**config.mk**
```make
export PLATFORM = sky130hd
export DESIGN_NAME = qspis_wb_arb
export DESIGN_NICKNAME = d
export VERILOG_FILES = /design/src/rtl/qspis_pkg.sv /design/src/rtl/qspis_wb_tmo.sv /design/src/rtl/qspis_wb_arb.sv
export SDC_FILE = /design/constraint.sdc
export NUM_CORES = 1
export LEC_CHECK = 0
export CORE_AREA = 5 5 123 125
export CTS_BUF_LIST = sky130_fd_sc_hd__clkbuf_8 sky130_fd_sc_hd__clkbuf_16
export DETAILED_ROUTE_END_ITERATION = 12
export DIE_AREA = 0 0 128 130
export GPL_ROUTABILITY_DRIVEN = 0
export GPL_TIMING_DRIVEN = 0
export PLACE_DENSITY = 0.64
export SLEW_MARGIN = 10
export SYNTH_ARGS = -nofsm -noshare
export SYNTH_HDL_FRONTEND = slang
export SYNTH_SLANG_ARGS = --single-unit
```
**constraint.sdc**
```tcl
create_clock -name sys_clk -period 1.6 [get_ports sys_clk]
set_input_delay 0.16 -clock sys_clk [delete_from_list [all_inputs] [get_ports sys_clk]]
set_output_delay 0.16 -clock sys_clk [all_outputs]
set_load 0.005 [all_outputs]
```
**src/rtl/qspis_pkg.sv**
```systemverilog
// Shared types and constants for the QSPI slave Wishbone arbiter.
package qspis_pkg;

  localparam int TMO_DEF = 255;

  localparam int ADR_W = 32;
  localparam int DAT_W = 32;
  localparam int SEL_W = 4;

  typedef enum logic {
    IDLE = 1'b0,
    BUSY = 1'b1
  } arb_state_e;

  // One-hot grant vector for a single-bit owner index.
  function automatic logic [1:0] owner_onehot(input logic owner);
    if (owner) begin
      return 2'b10;
    end else begin
      return 2'b01;
    end
  endfunction

endpackage

```
**src/rtl/qspis_wb_tmo.sv**
```systemverilog
// Saturating transaction timeout counter: cleared while idle, counts
// each busy cycle, flags the last permitted cycle.
module qspis_wb_tmo
  import qspis_pkg::*;
#(
  parameter int TMO_CYCLES = TMO_DEF
) (
  input  logic sys_clk,
  input  logic rst_n,
  input  logic clr,
  input  logic en,
  output logic expire
);

  localparam int CW = $clog2(TMO_CYCLES);
  localparam logic [CW-1:0] LAST_C = CW'(TMO_CYCLES - 1);
  localparam logic [CW-1:0] MAX_C  = {CW{1'b1}};

  logic [CW-1:0] cnt_r;

  // Busy-cycle counter; holds at all-ones instead of wrapping.
  always_ff @(posedge sys_clk or negedge rst_n) begin
    if (!rst_n) begin
      cnt_r <= {CW{1'b0}};
    end else if (clr) begin
      cnt_r <= {CW{1'b0}};
    end else if (en && (cnt_r != MAX_C)) begin
      cnt_r <= cnt_r + CW'(1);
    end else begin
      cnt_r <= cnt_r;
    end
  end

  assign expire = (cnt_r == LAST_C);

endmodule

```
**src/rtl/qspis_wb_arb.sv**
```systemverilog
// Two-master round-robin Wishbone arbiter with per-transaction timeout.
// Master 0 is the QSPI bridge, master 1 a debug/host master.
module qspis_wb_arb
  import qspis_pkg::*;
#(
  parameter int TMO_CYCLES = TMO_DEF
) (
  input  logic             sys_clk,
  input  logic             rst_n,
  input  logic             m0_cyc_i,
  input  logic             m0_stb_i,
  input  logic             m0_we_i,
  input  logic [ADR_W-1:0] m0_adr_i,
  input  logic [DAT_W-1:0] m0_dat_i,
  input  logic [SEL_W-1:0] m0_sel_i,
  output logic [DAT_W-1:0] m0_dat_o,
  output logic             m0_ack_o,
  output logic             m0_err_o,
  input  logic             m1_cyc_i,
  input  logic             m1_stb_i,
  input  logic             m1_we_i,
  input  logic [ADR_W-1:0] m1_adr_i,
  input  logic [DAT_W-1:0] m1_dat_i,
  input  logic [SEL_W-1:0] m1_sel_i,
  output logic [DAT_W-1:0] m1_dat_o,
  output logic             m1_ack_o,
  output logic             m1_err_o,
  output logic             s_cyc_o,
  output logic             s_stb_o,
  output logic             s_we_o,
  output logic [ADR_W-1:0] s_adr_o,
  output logic [DAT_W-1:0] s_dat_o,
  output logic [SEL_W-1:0] s_sel_o,
  input  logic [DAT_W-1:0] s_dat_i,
  input  logic             s_ack_i,
  input  logic             s_err_i,
  output logic [1:0]       gnt_o,
  output logic             tmo_o
);

  arb_state_e state_r;
  logic       owner_r;
  logic       rr_ptr_r;
  logic [1:0] gnt_r;

  logic             m0_req_s, m1_req_s, busy_s;
  logic             own_cyc_s, own_stb_s, own_we_s;
  logic [ADR_W-1:0] own_adr_s;
  logic [DAT_W-1:0] own_dat_s;
  logic [SEL_W-1:0] own_sel_s;
  logic             grant_owner_s, done_s, expire_s, tmo_fire_s, leave_s;

  assign m0_req_s = m0_cyc_i & m0_stb_i;
  assign m1_req_s = m1_cyc_i & m1_stb_i;
  assign busy_s   = (state_r == BUSY);

  // Tie-break goes to rr_ptr only when both masters ask at once.
  assign grant_owner_s = (m0_req_s & m1_req_s) ? rr_ptr_r : m1_req_s;

  // A slave response always wins over a timeout landing in the same cycle;
  // an owner that has already dropped cyc is treated as an abort instead.
  assign done_s     = busy_s & (s_ack_i | s_err_i);
  assign tmo_fire_s = busy_s & expire_s & own_cyc_s & ~(s_ack_i | s_err_i);
  assign leave_s    = busy_s & (done_s | ~own_cyc_s | tmo_fire_s);
  assign tmo_o      = tmo_fire_s;
  assign gnt_o      = gnt_r;

  qspis_wb_tmo #(.TMO_CYCLES(TMO_CYCLES)) u_tmo (
    .sys_clk (sys_clk),
    .rst_n   (rst_n),
    .clr     (~busy_s),
    .en      (busy_s),
    .expire  (expire_s)
  );

  // Select the current owner's request bundle.
  always_comb begin
    if (owner_r) begin
      own_cyc_s = m1_cyc_i;
      own_stb_s = m1_stb_i;
      own_we_s  = m1_we_i;
      own_adr_s = m1_adr_i;
      own_dat_s = m1_dat_i;
      own_sel_s = m1_sel_i;
    end else begin
      own_cyc_s = m0_cyc_i;
      own_stb_s = m0_stb_i;
      own_we_s  = m0_we_i;
      own_adr_s = m0_adr_i;
      own_dat_s = m0_dat_i;
      own_sel_s = m0_sel_i;
    end
  end

  // Drive the slave port while busy and route the response to the owner only.
  always_comb begin
    s_cyc_o  = 1'b0;
    s_stb_o  = 1'b0;
    s_we_o   = 1'b0;
    s_adr_o  = {ADR_W{1'b0}};
    s_dat_o  = {DAT_W{1'b0}};
    s_sel_o  = {SEL_W{1'b0}};
    m0_ack_o = 1'b0;
    m0_err_o = 1'b0;
    m0_dat_o = {DAT_W{1'b0}};
    m1_ack_o = 1'b0;
    m1_err_o = 1'b0;
    m1_dat_o = {DAT_W{1'b0}};
    if (busy_s) begin
      s_cyc_o = own_cyc_s & own_stb_s & ~tmo_fire_s;
      s_stb_o = own_cyc_s & own_stb_s & ~tmo_fire_s;
      s_we_o  = own_we_s;
      s_adr_o = own_adr_s;
      s_dat_o = own_dat_s;
      s_sel_o = own_sel_s;
      if (owner_r) begin
        m1_ack_o = s_ack_i;
        m1_err_o = s_err_i | tmo_fire_s;
        m1_dat_o = s_ack_i ? s_dat_i : {DAT_W{1'b0}};
      end else begin
        m0_ack_o = s_ack_i;
        m0_err_o = s_err_i | tmo_fire_s;
        m0_dat_o = s_ack_i ? s_dat_i : {DAT_W{1'b0}};
      end
    end else begin
      s_cyc_o = 1'b0;
    end
  end

  // Arbitration FSM: grant in IDLE, hold until response, abort or timeout.
  always_ff @(posedge sys_clk or negedge rst_n) begin
    if (!rst_n) begin
      state_r  <= IDLE;
      owner_r  <= 1'b0;
      rr_ptr_r <= 1'b0;
      gnt_r    <= 2'b00;
    end else begin
      case (state_r)
        IDLE: begin
          if (m0_req_s | m1_req_s) begin
            owner_r <= grant_owner_s;
            gnt_r   <= owner_onehot(grant_owner_s);
            state_r <= BUSY;
          end else begin
            gnt_r   <= 2'b00;
            state_r <= IDLE;
          end
        end
        BUSY: begin
          if (leave_s) begin
            rr_ptr_r <= ~owner_r;
            gnt_r    <= 2'b00;
            state_r  <= IDLE;
          end else begin
            state_r  <= BUSY;
          end
        end
        default: begin
          gnt_r   <= 2'b00;
          state_r <= IDLE;
        end
      endcase
    end
  end

endmodule
```
## Word level (Yosys, flattened, before mapping)

Cells that the tools add are included.

- Bits in registers: 13
- Input port bits: 178
- Output and inout port bits: 142

- Multiplexer cells: 34
- Add/sub/neg operators: 1
- Bitwise gates (word level): 20
- Eq/ne operators: 4
- Reductions and logical operators: 3

Operators with widths:

| operator | number |
|---|---|
| 32-bit 2-to-1 mux | 9 |
| 1-bit 2-to-1 mux | 16 |
| 8-bit 2-to-1 mux | 2 |
| 1-bit AND | 10 |
| 8-bit by 1-bit adder with 8-bit output, second input constant | 1 |
| 8-bit == test, second input constant | 1 |
| 4-bit 2-to-1 mux | 2 |
| 8-bit inequality test, second input constant | 1 |
| 2-bit 2-to-1 mux | 3 |
| 1-bit NOT | 5 |
| 1-bit bitwise OR | 5 |
| 2-bit by 1-bit inequality test with 1-bit output, second input constant | 2 |
| 2-bit one-hot mux with 2 select lines | 1 |
| 2-bit AND reduction | 2 |
| 1-bit one-hot mux with 2 select lines | 1 |
| 1-bit logical AND | 1 |

## Longest topological paths before layout

Gate-level depths: netlist (run 1).

- Depth in word-level cells: 8
- Gate-level depth with buffers: 6
- Mapped depth without buffers: 5

## By module

Synthesis (run 1) repeated with hierarchy kept, for this count alone.

- Cells, all modules: 314
- Area total of the unflattened synthesis: 2431.1 um^2

Modules (own cells, without submodules):

| module | times used | cells each | area an instance (um^2) |
|---|---|---|---|
| qspis_wb_arb | 1 | 262 | 1923.1 |
| qspis_wb_tmo | 1 | 52 | 508.0 |

## Worst setup path before layout (run 1)

No wires, ideal clock.

- Path kind: flip-flop to output port
- Start point: register u_tmo.cnt_r[0]
- End point: output s_stb_o
- Buffers on the path: 1
- Data required time: 1440 ps
- Setup slack: 106 ps
- Cell stages (with the launch flop): 7
- Data arrival time: 1334 ps
- Path through: dfrtp_1 inv_1 ha_1 and3_2 nand2_1 o311a_1 buf_4

- Longest elaborated chain between the ends: 7

RTL lines:

| element | RTL line | text |
|---|---|---|
| from (decl) | qspis_wb_tmo.sv:19 | `logic [CW-1:0] cnt_r;` |
| from (signal assigned) | qspis_wb_tmo.sv:24 | `cnt_r <= {CW{1'b0}};` |
| from (signal assigned) | qspis_wb_tmo.sv:26 | `cnt_r <= {CW{1'b0}};` |
| from (signal assigned) | qspis_wb_tmo.sv:28 | `cnt_r <= cnt_r + CW'(1);` |
| 8-bit == test | qspis_wb_tmo.sv:34 | `assign expire = (cnt_r == LAST_C);` |
| 1-bit AND (3 in a row) | qspis_wb_arb.sv:63 | `assign tmo_fire_s = busy_s & expire_s & own_cyc_s & ~(s_ack_i \| s_err_i);` |
| 1-bit NOT | -- |  |
| 1-bit AND | -- |  |
| 1-bit 2-to-1 mux | -- |  |
| to (decl) | qspis_wb_arb.sv:29 | `output logic s_stb_o,` |

Every way passes these cells.

## Worst setup path in the final report (run 1)

- Start point: register u_tmo.cnt_r[0]
- End point: output s_stb_o

- Longest elaborated chain between the ends: 7

RTL lines:

| element | RTL line | text |
|---|---|---|
| 8-bit == test | qspis_wb_tmo.sv:34 |  |
| 1-bit AND (3 in a row) | qspis_wb_arb.sv:63 |  |
| 1-bit NOT | qspis_wb_arb.sv:111 | `s_stb_o = own_cyc_s & own_stb_s & ~tmo_fire_s;` |
| 1-bit AND | qspis_wb_arb.sv:111 |  |
| 1-bit 2-to-1 mux | qspis_wb_arb.sv:109 | `if (busy_s) begin` |

Every way passes these cells.

==> results of run 1 <==
## through the flow
stage,TNS [ns],cells,utilization [%]
after floorplan,0,312,-
after global placement,-63.63,811,41.0
after detailed placement,-66.14,811,41.0
after CTS,-6.84,873,47.2
after global routing,-9.85,871,49.6
final,-3.21,871,49.6
## state kept, by name (all words and copies together) (netlist names)
register,count
busy_s,1
gnt_o,2
owner_r,1
rr_ptr_r,1
u_tmo.cnt_r,8
## cells in the mapped netlist (2+ instances only)
cell type / count
and2_1: 64
and3_2: 2
dfrtp_1: 13
nand2_1: 9
nor2_1: 77
buf_2: 13
a41oi_1: 2
nor3_1: 4
inv_1: 5
a21oi_1: 4
clkbuf_1: 5
o311a_1: 2
nand3_1: 4
ha_1: 2
o211ai_1: 2
a31oi_1: 3
buf_1: 6
mux2i_1: 69
o21ai_0: 4
## cell type report
type	count	share of cell area (%)
clock buffer	3	1.10
buffer	23	4.70
timing repair buffer	377	54.1
inverter	5	0.311
sequential	13	4.83
clock inverter	1	0.0549
tap	180	3.29
multi-input combinational	269	31.6
## power by group
part	leakage, nW	total [mW]	switching [mW]	internal [mW]
clock	0.0423	0.483	0.152	0.331
sequential	0.167	0.493	0.0858	0.407
combinational	3.01	7.55	3.01	4.54
total	3.21	8.53	3.25	5.28
## per-layer routing
layer	global-route usage [%]	share of wire, %	vias to the layer above
li1	-	-	1821
met1	18.1	34	1777
met2	33.8	54	241
met3	4.01	8.6	29
met4	5.81	3.0	0
met5	0	0	-
## final timing paths
path | from | endpoint | slack, ns
worst max-delay path | u_tmo.cnt_r[0] | s_stb_o | -0.17
worst min-delay path | rst_n | gnt_o[1] | 0.30
worst max register to register | owner_r | busy_s | 0.03
worst min register to register | gnt_o[1] | gnt_o[1] | 0.57
max in group asynchronous | rst_n | u_tmo.cnt_r[5] | 0.85
min in group sys_clk | m0_stb_i | busy_s | 0.56
## cells by family (layout without fill, tap and decap cells)
logic type / count (synthesis) / count (layout) / share of synthesized area, %
AOI/OAI and AO/OA: 26 / 26 / 8.23
buffers and inverters: 30 / 409 / 5.94
DFF: 13 / 13 / 14.6
and+or+nand+nor: 170 / 170 / 38.4
xor gates and xnor gates: 1 / 1 / 0.392
adders and majority gates: 2 / 2 / 1.12
muxes: 70 / 70 / 31.4
## placed cells by master (no fill, tap or decap), types with 9 or more instances in the layout
cell / netlist / final
buf_12: 0 / 14
buf_6: 0 / 88
mux2i_1: 69 / 52
clkdlybuf4s50_1: 0 / 179
dfrtp_1: 13 / 9
nor2_1: 77 / 65
buf_8: 0 / 16
buf_2: 13 / 72
and2_4: 0 / 62
buf_4: 1 / 19
mux2i_2: 0 / 11
## timing repair
| action | CTS | global route |
|---|---|---|
| hold endpoints to repair | 0 | 0 |
| setup endpoints to repair | 140 | 141 |
| pin swaps | 65 | 36 |
| resized for setup | 746 | 126 |
| gates cloned | 17 | 0 |
| setup buffers | 41 | 9 |
==> results.sh, run 1 <==
export IMPL_syn_to_final_growth_pct=206
export IMPL_grt_pass1_vias=4224
export IMPL_vias_per_cell=4.44
export IMPL_syn_inst=312
export IMPL_path_class="flop to output port"
export IMPL_cp_start_kind="flop"
export IMPL_reg2reg_depth=6
export IMPL_vias=3868
export IMPL_slew_violations=0
export IMPL_crit_path_end_kind="output port"
export IMPL_avgSynthCellArea_sq_um=7.16
export IMPL_cp_buffers_inverters=3
export IMPL_multi_input_area_sq_um=2160
export IMPL_die_h_um=130
export IMPL_critPathArrivalTime_ns=1.61
export IMPL_fin_crit_sh_pct=111
export IMPL_synth_area_sq_um=2230
export IMPL_critPathTopFamily="flip-flops"
export IMPL_clockBufferDepth=2
export IMPL_grt_max_degree=14
export IMPL_grt_ovfl_total=0
export IMPL_drc=0
export IMPL_hold_path_class="primary input to asynchronous set/reset pin"
export IMPL_antenna_found_initial=0
export IMPL_dp_hpwl_um=12000
export IMPL_cp_data_required_time_ns=1.44
export IMPL_rsz0062_at_grt="true"
export IMPL_grt_util_all_layers_pct=17.3
export IMPL_setup_viol=71
export IMPL_synth_edf_count=0
export IMPL_synth_warning_count=0
export IMPL_ys_ff_latch=13
export IMPL_ant_nets=0
export IMPL_first_iter_violations=165
export IMPL_async_flop_share_pct=100
export IMPL_pre_cts_ws_ns=-0.809
export IMPL_die_area_sq_um=16600
export IMPL_cts_buffers_inserted=3
export IMPL_crit_cells=7
export IMPL_cts_root_buf="clkbuf_16"
export IMPL_max_stage_delay_ns=0.39
export IMPL_fin_hold_ws_ns=0.304
export IMPL_cts_tree="done"
export IMPL_final_area_sq_um=6840
export IMPL_critical_path_slowest_cell="dfrtp_1"
export IMPL_port_buffers=319
export IMPL_clock_sinks=13
export IMPL_synth_seq_area_share_pct=14.6
export IMPL_hold_viol_final=0
export IMPL_synth_nets=492
export IMPL_synthFlopType="dfrtp_1"
export IMPL_die_x_um=128
export IMPL_synth_largest_area_cell="mux2i_1"
export IMPL_seq_area_sq_um=330
export IMPL_clk_latency_ns=0.25
export IMPL_cts_hold_buffers=0
export IMPL_fin_skew_ns=0.00478
export IMPL_detail_route_wl_per_cell_um=18.7
export IMPL_grt_pass1_wl_um=22900
export IMPL_drive_above_1_share_pct=48.2
export IMPL_period_minus_slack_ns=1.77
export IMPL_cts_clk_slew_worst_paths_ns=0.05
export IMPL_first_pass_iters=4
export IMPL_placed_cell_area_sq_um=5650
export IMPL_synth_distinct_cells=41
export IMPL_ir_worst_vdd_mv=0.559
export IMPL_tightest_slew_ns=0.626
export IMPL_initial_core_util_pct=16.2
export IMPL_max_freq_ghz=0.565
export IMPL_path_cells="inv_2 -> ha_4 -> and3_4 -> nand2_2 -> o311a_1 -> buf_4 -> buf_6"
export IMPL_violations="negative setup slack"
export IMPL_routed_wl_um=16300
export IMPL_status="finished with violations"
export IMPL_nFillCells=1263
export IMPL_pin_count=320
export IMPL_num_rows=43
export IMPL_htree_levels=1
export IMPL_relSlewSlack_pct=58.1
export IMPL_antennaDiodeCount=0
export IMPL_yosys_top_cells_area="mux2i_1 (31%), and2_1 (18%), dfrtp_1 (15%)"
export IMPL_final_nets=872
export IMPL_cp_max_fo=2
export IMPL_fin_ws_ns=-0.169
export IMPL_synth_top_area_share_pct=30.9
export IMPL_pwr_density_cell_nw_per_um2=1250
export IMPL_fin_total_pwr_mw=8.53
export IMPL_p_leak_nw=3.21
export IMPL_core_sq_um=13800
export IMPL_maxCapViolCount=0
(Power assumes the default switching activity.)
==> run 2, diff against run 1 <==
--- a/config.mk
+++ b/config.mk
@@ -5,13 +5,13 @@
 export SDC_FILE = /design/constraint.sdc
 export NUM_CORES = 1
 export LEC_CHECK = 0
-export CORE_AREA = 5 5 123 125
+export CORE_AREA = 2 2 123 125
 export CTS_BUF_LIST = sky130_fd_sc_hd__clkbuf_8 sky130_fd_sc_hd__clkbuf_16
 export DETAILED_ROUTE_END_ITERATION = 12
-export DIE_AREA = 0 0 128 130
+export DIE_AREA = 0 0 125 127
 export GPL_ROUTABILITY_DRIVEN = 0
 export GPL_TIMING_DRIVEN = 0
-export PLACE_DENSITY = 0.64
+export PLACE_DENSITY = 0.61
 export SLEW_MARGIN = 10
 export SYNTH_ARGS = -nofsm -noshare
 export SYNTH_HDL_FRONTEND = slang
==> results.sh, run 2 (same netlist as run 1, synthesis figures left out) <==
export IMPL_tns_ns=-5.08
export IMPL_rr_startpoint="owner_r"
export IMPL_max_freq_ghz=0.557
export IMPL_max_stage_delay_ns=0.39
export IMPL_seq_power_share_pct=6.1
export IMPL_period_minus_slack_ns=1.79
export IMPL_tightest_slew_ns=0.639
export IMPL_htree_levels=1
export IMPL_grt_ovfl_total=0
export IMPL_pin_count=320
export IMPL_core_sq_um=14400
export IMPL_fin_total_pwr_mw=8.18
export IMPL_cts_clk_slew_worst_paths_ns=0.05
export IMPL_clock_sinks=13
export IMPL_num_rows=44
export IMPL_pwr_density_cell_nw_per_um2=1230
export IMPL_hold_viol_final=0
export IMPL_cts_root_buf="clkbuf_16"
export IMPL_detail_route_wl_per_cell_um=17.2
export IMPL_grt_pass1_vias=3882
export IMPL_first_pass_iters=4
export IMPL_ant_nets=0
export IMPL_grt_max_degree=14
export IMPL_path_cells="inv_2 -> ha_4 -> and3_4 -> nand2_2 -> o311a_4 -> buf_6 -> buf_6"
export IMPL_stdcell_count=877
export IMPL_port_buffers=319
export IMPL_relSlewSlack_pct=57.3
export IMPL_drc=0
export IMPL_cts_hold_buffers=0
export IMPL_antenna_found_initial=1
export IMPL_power_net_switching_mw=3.08
export IMPL_cts_tree="done"
export IMPL_largest_reg_flops=8
export IMPL_grt_util_all_layers_pct=17.0
export IMPL_critPathArrivalTime_ns=1.63
export IMPL_status="finished with violations"
export IMPL_cts_buffers_inserted=3
export IMPL_reg2reg_depth=6
export IMPL_cp_start_kind="flop"
export IMPL_ff2ff_setup_slack_ns=0.02
export IMPL_routed_wl_um=15100
export IMPL_layout_commonest_cell="clkdlybuf4s50_1"
export IMPL_vias_per_cell=4.33
export IMPL_setup_viol=67
export IMPL_final_nets=873
export IMPL_die_h_um=127
export IMPL_hold_path_class="primary input to asynchronous set/reset pin"
export IMPL_cp_max_fo=2
export IMPL_vias=3794
export IMPL_violations="negative setup slack"
export IMPL_ir_worst_vdd_mv=0.480
export IMPL_maxCapViolCount=0
export IMPL_fin_crit_sh_pct=112
export IMPL_slew_violations=0
export IMPL_clockBufferDepth=2
export IMPL_final_cell_mix="clkdlybuf4s50_1 (178), buf_2 (73), nor2_1 (70), mux2i_1 (63), buf_6 (57)"
export IMPL_dp_cells=815
export IMPL_crit_path_end_kind="output port"
export IMPL_power_frac_comb_pct=88.1
export IMPL_rsz0062_at_grt="true"
export IMPL_critical_path_slowest_cell="dfrtp_1"
export IMPL_clk_latency_ns=0.24
export IMPL_grt_pass1_wl_um=21500
export IMPL_drive_above_1_share_pct=43.8
export IMPL_cp_data_required_time_ns=1.44
export IMPL_die_x_um=125
export IMPL_nFillCells=1416
export IMPL_pre_cts_ws_ns=-0.697
export IMPL_syn_to_final_growth_pct=196
export IMPL_initial_core_util_pct=15.5
export IMPL_path_class="flop to output port"
export IMPL_fin_skew_ns=0.00211
export IMPL_fin_ws_ns=-0.195
export IMPL_worstReg2RegEnd="busy_s"
export IMPL_power_frac_clock_pct=5.8
export IMPL_p_leak_nw=3.22
export IMPL_dp_hpwl_um=11200
export IMPL_switching_share_pct=37.7
export IMPL_regMostFlops="u_tmo.cnt_r"
export IMPL_fin_hold_ws_ns=0.315
export IMPL_die_area_sq_um=15900
export IMPL_critPathMostFrequentCell="buf_6"
export IMPL_first_iter_violations=140
export IMPL_intPower_mw=5.09
[run 2: worst max path at each step]
stage / startpoint / end / slack, ns / cells past startpoint
floorplan: u_tmo.cnt_r[0] / s_stb_o / 0.11 / 6
global placement: busy_s / s_dat_o[10] / -0.67 / 5
detailed placement: busy_s / s_dat_o[10] / -0.70 / 5
CTS: u_tmo.cnt_r[0] / s_stb_o / -0.27 / 7
global route: u_tmo.cnt_r[0] / s_stb_o / -0.24 / 7
finish: u_tmo.cnt_r[0] / s_stb_o / -0.19 / 7
[run 2: stage by stage]
stage               utilization (%)  cell area (sq um)
finish                         45.9               6630
global route                   45.9               6630
CTS                            44.0               6350
detailed placement             39.2               5660
global placement               39.2               5660
floorplan                         -               2230
[run 2: power groups by stage]
stage               sequential [mW]  combinational, mW  clock (mW)
finish                        0.497               7.20       0.476
global placement              0.489               5.01           0
global route                  0.504               7.63       0.501
CTS                           0.491               6.54       0.481
floorplan                     0.473               2.19           0
detailed placement            0.496               5.04           0
[run 2: metal layers]
| layer | routed length, um | GRT usage, % |
|---|---|---|
| met2 | 7990 | 32.6 |
| met4 | 342 | 4.97 |
| met3 | 956 | 2.97 |
| met1 | 5810 | 19.2 |
| met5 | 0 | 0 |
[run 2: final cells by class]
cell class                 count  area [sq um]  area share [%]
clock inverter                 1          3.75          0.0567
sequential                    13           329            4.97
timing repair buffer         379          3600            54.3
buffer                        22           332            5.00
inverter                       5          26.3           0.397
antenna                        1          2.50          0.0378
clock buffer                   3          75.1            1.13
multi-input combinational    269          2030            30.7
tap                          184           230            3.47
[run 2: repair_timing]
action                     4_1_cts  5_1_grt
buffers inserted                35       18
gates resized for setup        533      252
setup endpoints to repair      140      144
pin swaps                       21       34
cloned                          14        6
[run 2: critical path, delay by kind of cell (launching register included)]
| kind | cells | cell delay, ns |
|---|---|---|
| compound gates | 1 | 0.33 |
| fa+ha+maj | 1 | 0.12 |
| buf+inv | 3 | 0.30 |
| flops | 1 | 0.39 |
| simple gates | 2 | 0.25 |
==> run 3, diff against run 2 <==
--- a/config.mk
+++ b/config.mk
@@ -11,6 +11,7 @@
 export DIE_AREA = 0 0 125 127
 export GPL_ROUTABILITY_DRIVEN = 0
 export GPL_TIMING_DRIVEN = 0
+export MAX_ROUTING_LAYER = met4
 export PLACE_DENSITY = 0.61
 export SLEW_MARGIN = 10
 export SYNTH_ARGS = -nofsm -noshare
==> results.sh, run 3 (same netlist as run 1, synthesis figures left out) <==
export IMPL_core_sq_um=14400
export IMPL_cts_hold_buffers=0
export IMPL_cts_buffers_inserted=3
export IMPL_power_frac_clock_pct=5.8
export IMPL_die_h_um=127
export IMPL_syn_to_final_growth_pct=200
export IMPL_clock_sinks=13
export IMPL_hold_viol_final=0
export IMPL_ir_worst_vdd_mv=0.479
export IMPL_pre_cts_ws_ns=-0.697
export IMPL_clk_latency_ns=0.25
export IMPL_drc=0
export IMPL_vias=3810
export IMPL_cp_start_kind="flop"
export IMPL_path_class="flop to output port"
export IMPL_final_nets=874
export IMPL_clockBufferDepth=2
export IMPL_intPower_mw=5.15
export IMPL_violations="negative setup slack"
export IMPL_max_freq_ghz=0.558
export IMPL_final_area_sq_um=6710
export IMPL_slew_violations=0
export IMPL_p_leak_nw=3.24
export IMPL_rsz0062_at_grt="true"
export IMPL_cts_clk_slew_worst_paths_ns=0.05
export IMPL_period_minus_slack_ns=1.79
export IMPL_routed_wl_met2_um=8030
export IMPL_power_net_switching_mw=3.09
export IMPL_power_frac_comb_pct=88.2
export IMPL_cts_root_buf="clkbuf_16"
export IMPL_pin_count=320
export IMPL_seq_power_share_pct=6.0
export IMPL_fin_crit_sh_pct=112
export IMPL_hold_path_class="primary input to asynchronous set/reset pin"
export IMPL_cp_data_required_time_ns=1.44
export IMPL_layout_commonest_cell="clkdlybuf4s50_1"
export IMPL_dp_hpwl_um=11200
export IMPL_tightest_slew_ns=0.646
export IMPL_setup_viol=77
export IMPL_regMostFlops="u_tmo.cnt_r"
export IMPL_die_area_sq_um=15900
export IMPL_met1_length_um=5940
export IMPL_switching_share_pct=37.5
export IMPL_port_buffers=319
export IMPL_wl_met3_um=817
export IMPL_ff2ff_setup_slack_ns=0.02
export IMPL_grt_pass1_vias=3885
export IMPL_grt_ovfl_total=0
export IMPL_first_pass_iters=4
export IMPL_routed_wl_um=15100
export IMPL_largest_reg_flops=8
export IMPL_grt_util_all_layers_pct=17.5
export IMPL_cts_tree="done"
export IMPL_crit_path_end_kind="output port"
export IMPL_pwr_density_cell_nw_per_um2=1230
export IMPL_critPathArrivalTime_ns=1.63
export IMPL_die_x_um=125
export IMPL_final_cell_mix="clkdlybuf4s50_1 (178), nor2_1 (70), buf_2 (66), buf_6 (65), mux2i_1 (63)"
export IMPL_cp_max_fo=2
export IMPL_htree_levels=1
export IMPL_vias_per_cell=4.34
export IMPL_initial_core_util_pct=15.5
export IMPL_ant_nets=0
export IMPL_status="finished with violations"
export IMPL_fin_ws_ns=-0.192
export IMPL_relSlewSlack_pct=56.8
export IMPL_utilization_pct=46.5
export IMPL_grt_pass1_wl_um=21500
export IMPL_detail_route_wl_per_cell_um=17.2
export IMPL_drive_above_1_share_pct=44.9
export IMPL_first_iter_violations=127
export IMPL_maxCapViolCount=0
export IMPL_fin_skew_ns=0.00226
export IMPL_top_layer_used="met4"
export IMPL_antenna_found_initial=1
export IMPL_grt_max_degree=14
export IMPL_placed_cell_area_sq_um=5660
export IMPL_num_rows=44
==> run 3: cell count changes in the layout (fill, tap and decap cells not counted) <==
cell | before | now
buf_4 | 21 | 20
buf_2 | 73 | 66
buf_8 | 14 | 15
and2_4 | 43 | 50
and2_1 | 21 | 14
buf_6 | 57 | 65
==> run 3: layout make-up <==
type	instances	area (sq um)
fill	1406	7720
timing repair buffer	380	3660
multi-input combinational	269	2050
buffer	22	332
sequential	13	329
tap	184	230
clock buffer	3	75.1
inverter	5	26.3
clock inverter	1	3.75
antenna	1	2.50
==> run 3: stage by stage <==
| stage | std cells | setup TNS [ns] | power [mW] | hold slack (ns) |
|---|---|---|---|---|
| global placement | 815 | -62.85 | 5.50 | 0.537 |
| detailed placement | 815 | -65.52 | 5.53 | 0.547 |
| floorplan | 312 | 0 | 2.66 | -0.136 |
| CTS | 868 | -17.04 | 7.52 | 0.331 |
| global route | 878 | -10.21 | 8.72 | 0.361 |
| finish | 878 | -5.39 | 8.25 | 0.317 |
==> run 3: worst paths after layout <==
check                               start             end  depth (start not counted)
max in group asynchronous           rst_n  u_tmo.cnt_r[4]                          1
min in group sys_clk              s_ack_i        rr_ptr_r                          4
max                        u_tmo.cnt_r[0]         s_stb_o                          7
min                                 rst_n  u_tmo.cnt_r[2]                          1
max reg2reg                       owner_r          busy_s                          6
min reg2reg                      gnt_o[0]        gnt_o[0]                          2
==> run 3: per-layer routing <==
metal | GRT usage (%) | up-vias
li1 | - | 1835
met1 | 19.6 | 1754
met2 | 32.6 | 200
met3 | 2.26 | 21
met4 | 4.97 | 0
met5 | - | -
==> run 3: timing repair <==
action / in CTS / in global routing
endpoints found under the setup margin: 140 / 144
resized for setup: 533 / 268
pin swaps: 21 / 40
setup buffers: 35 / 17
gates cloned: 14 / 6
==> run 3: critical path, cell delays in order, from the launching register on <==
cell and delay (ns):
dfrtp_1 0.39, inv_2 0.08, ha_4 0.12, and3_4 0.19
nand2_2 0.06, o311a_4 0.33, buf_6 0.12, buf_6 0.10
==> run 3: power groups by stage <==
stage	Combinational, mW	Sequential (mW)	Clock, mW
5_1_grt	7.71	0.504	0.504
3_3_place_gp	5.01	0.489	0
6_report	7.27	0.497	0.477
3_5_place_dp	5.04	0.496	0
4_1_cts	6.54	0.491	0.481
2_1_floorplan	2.19	0.473	0
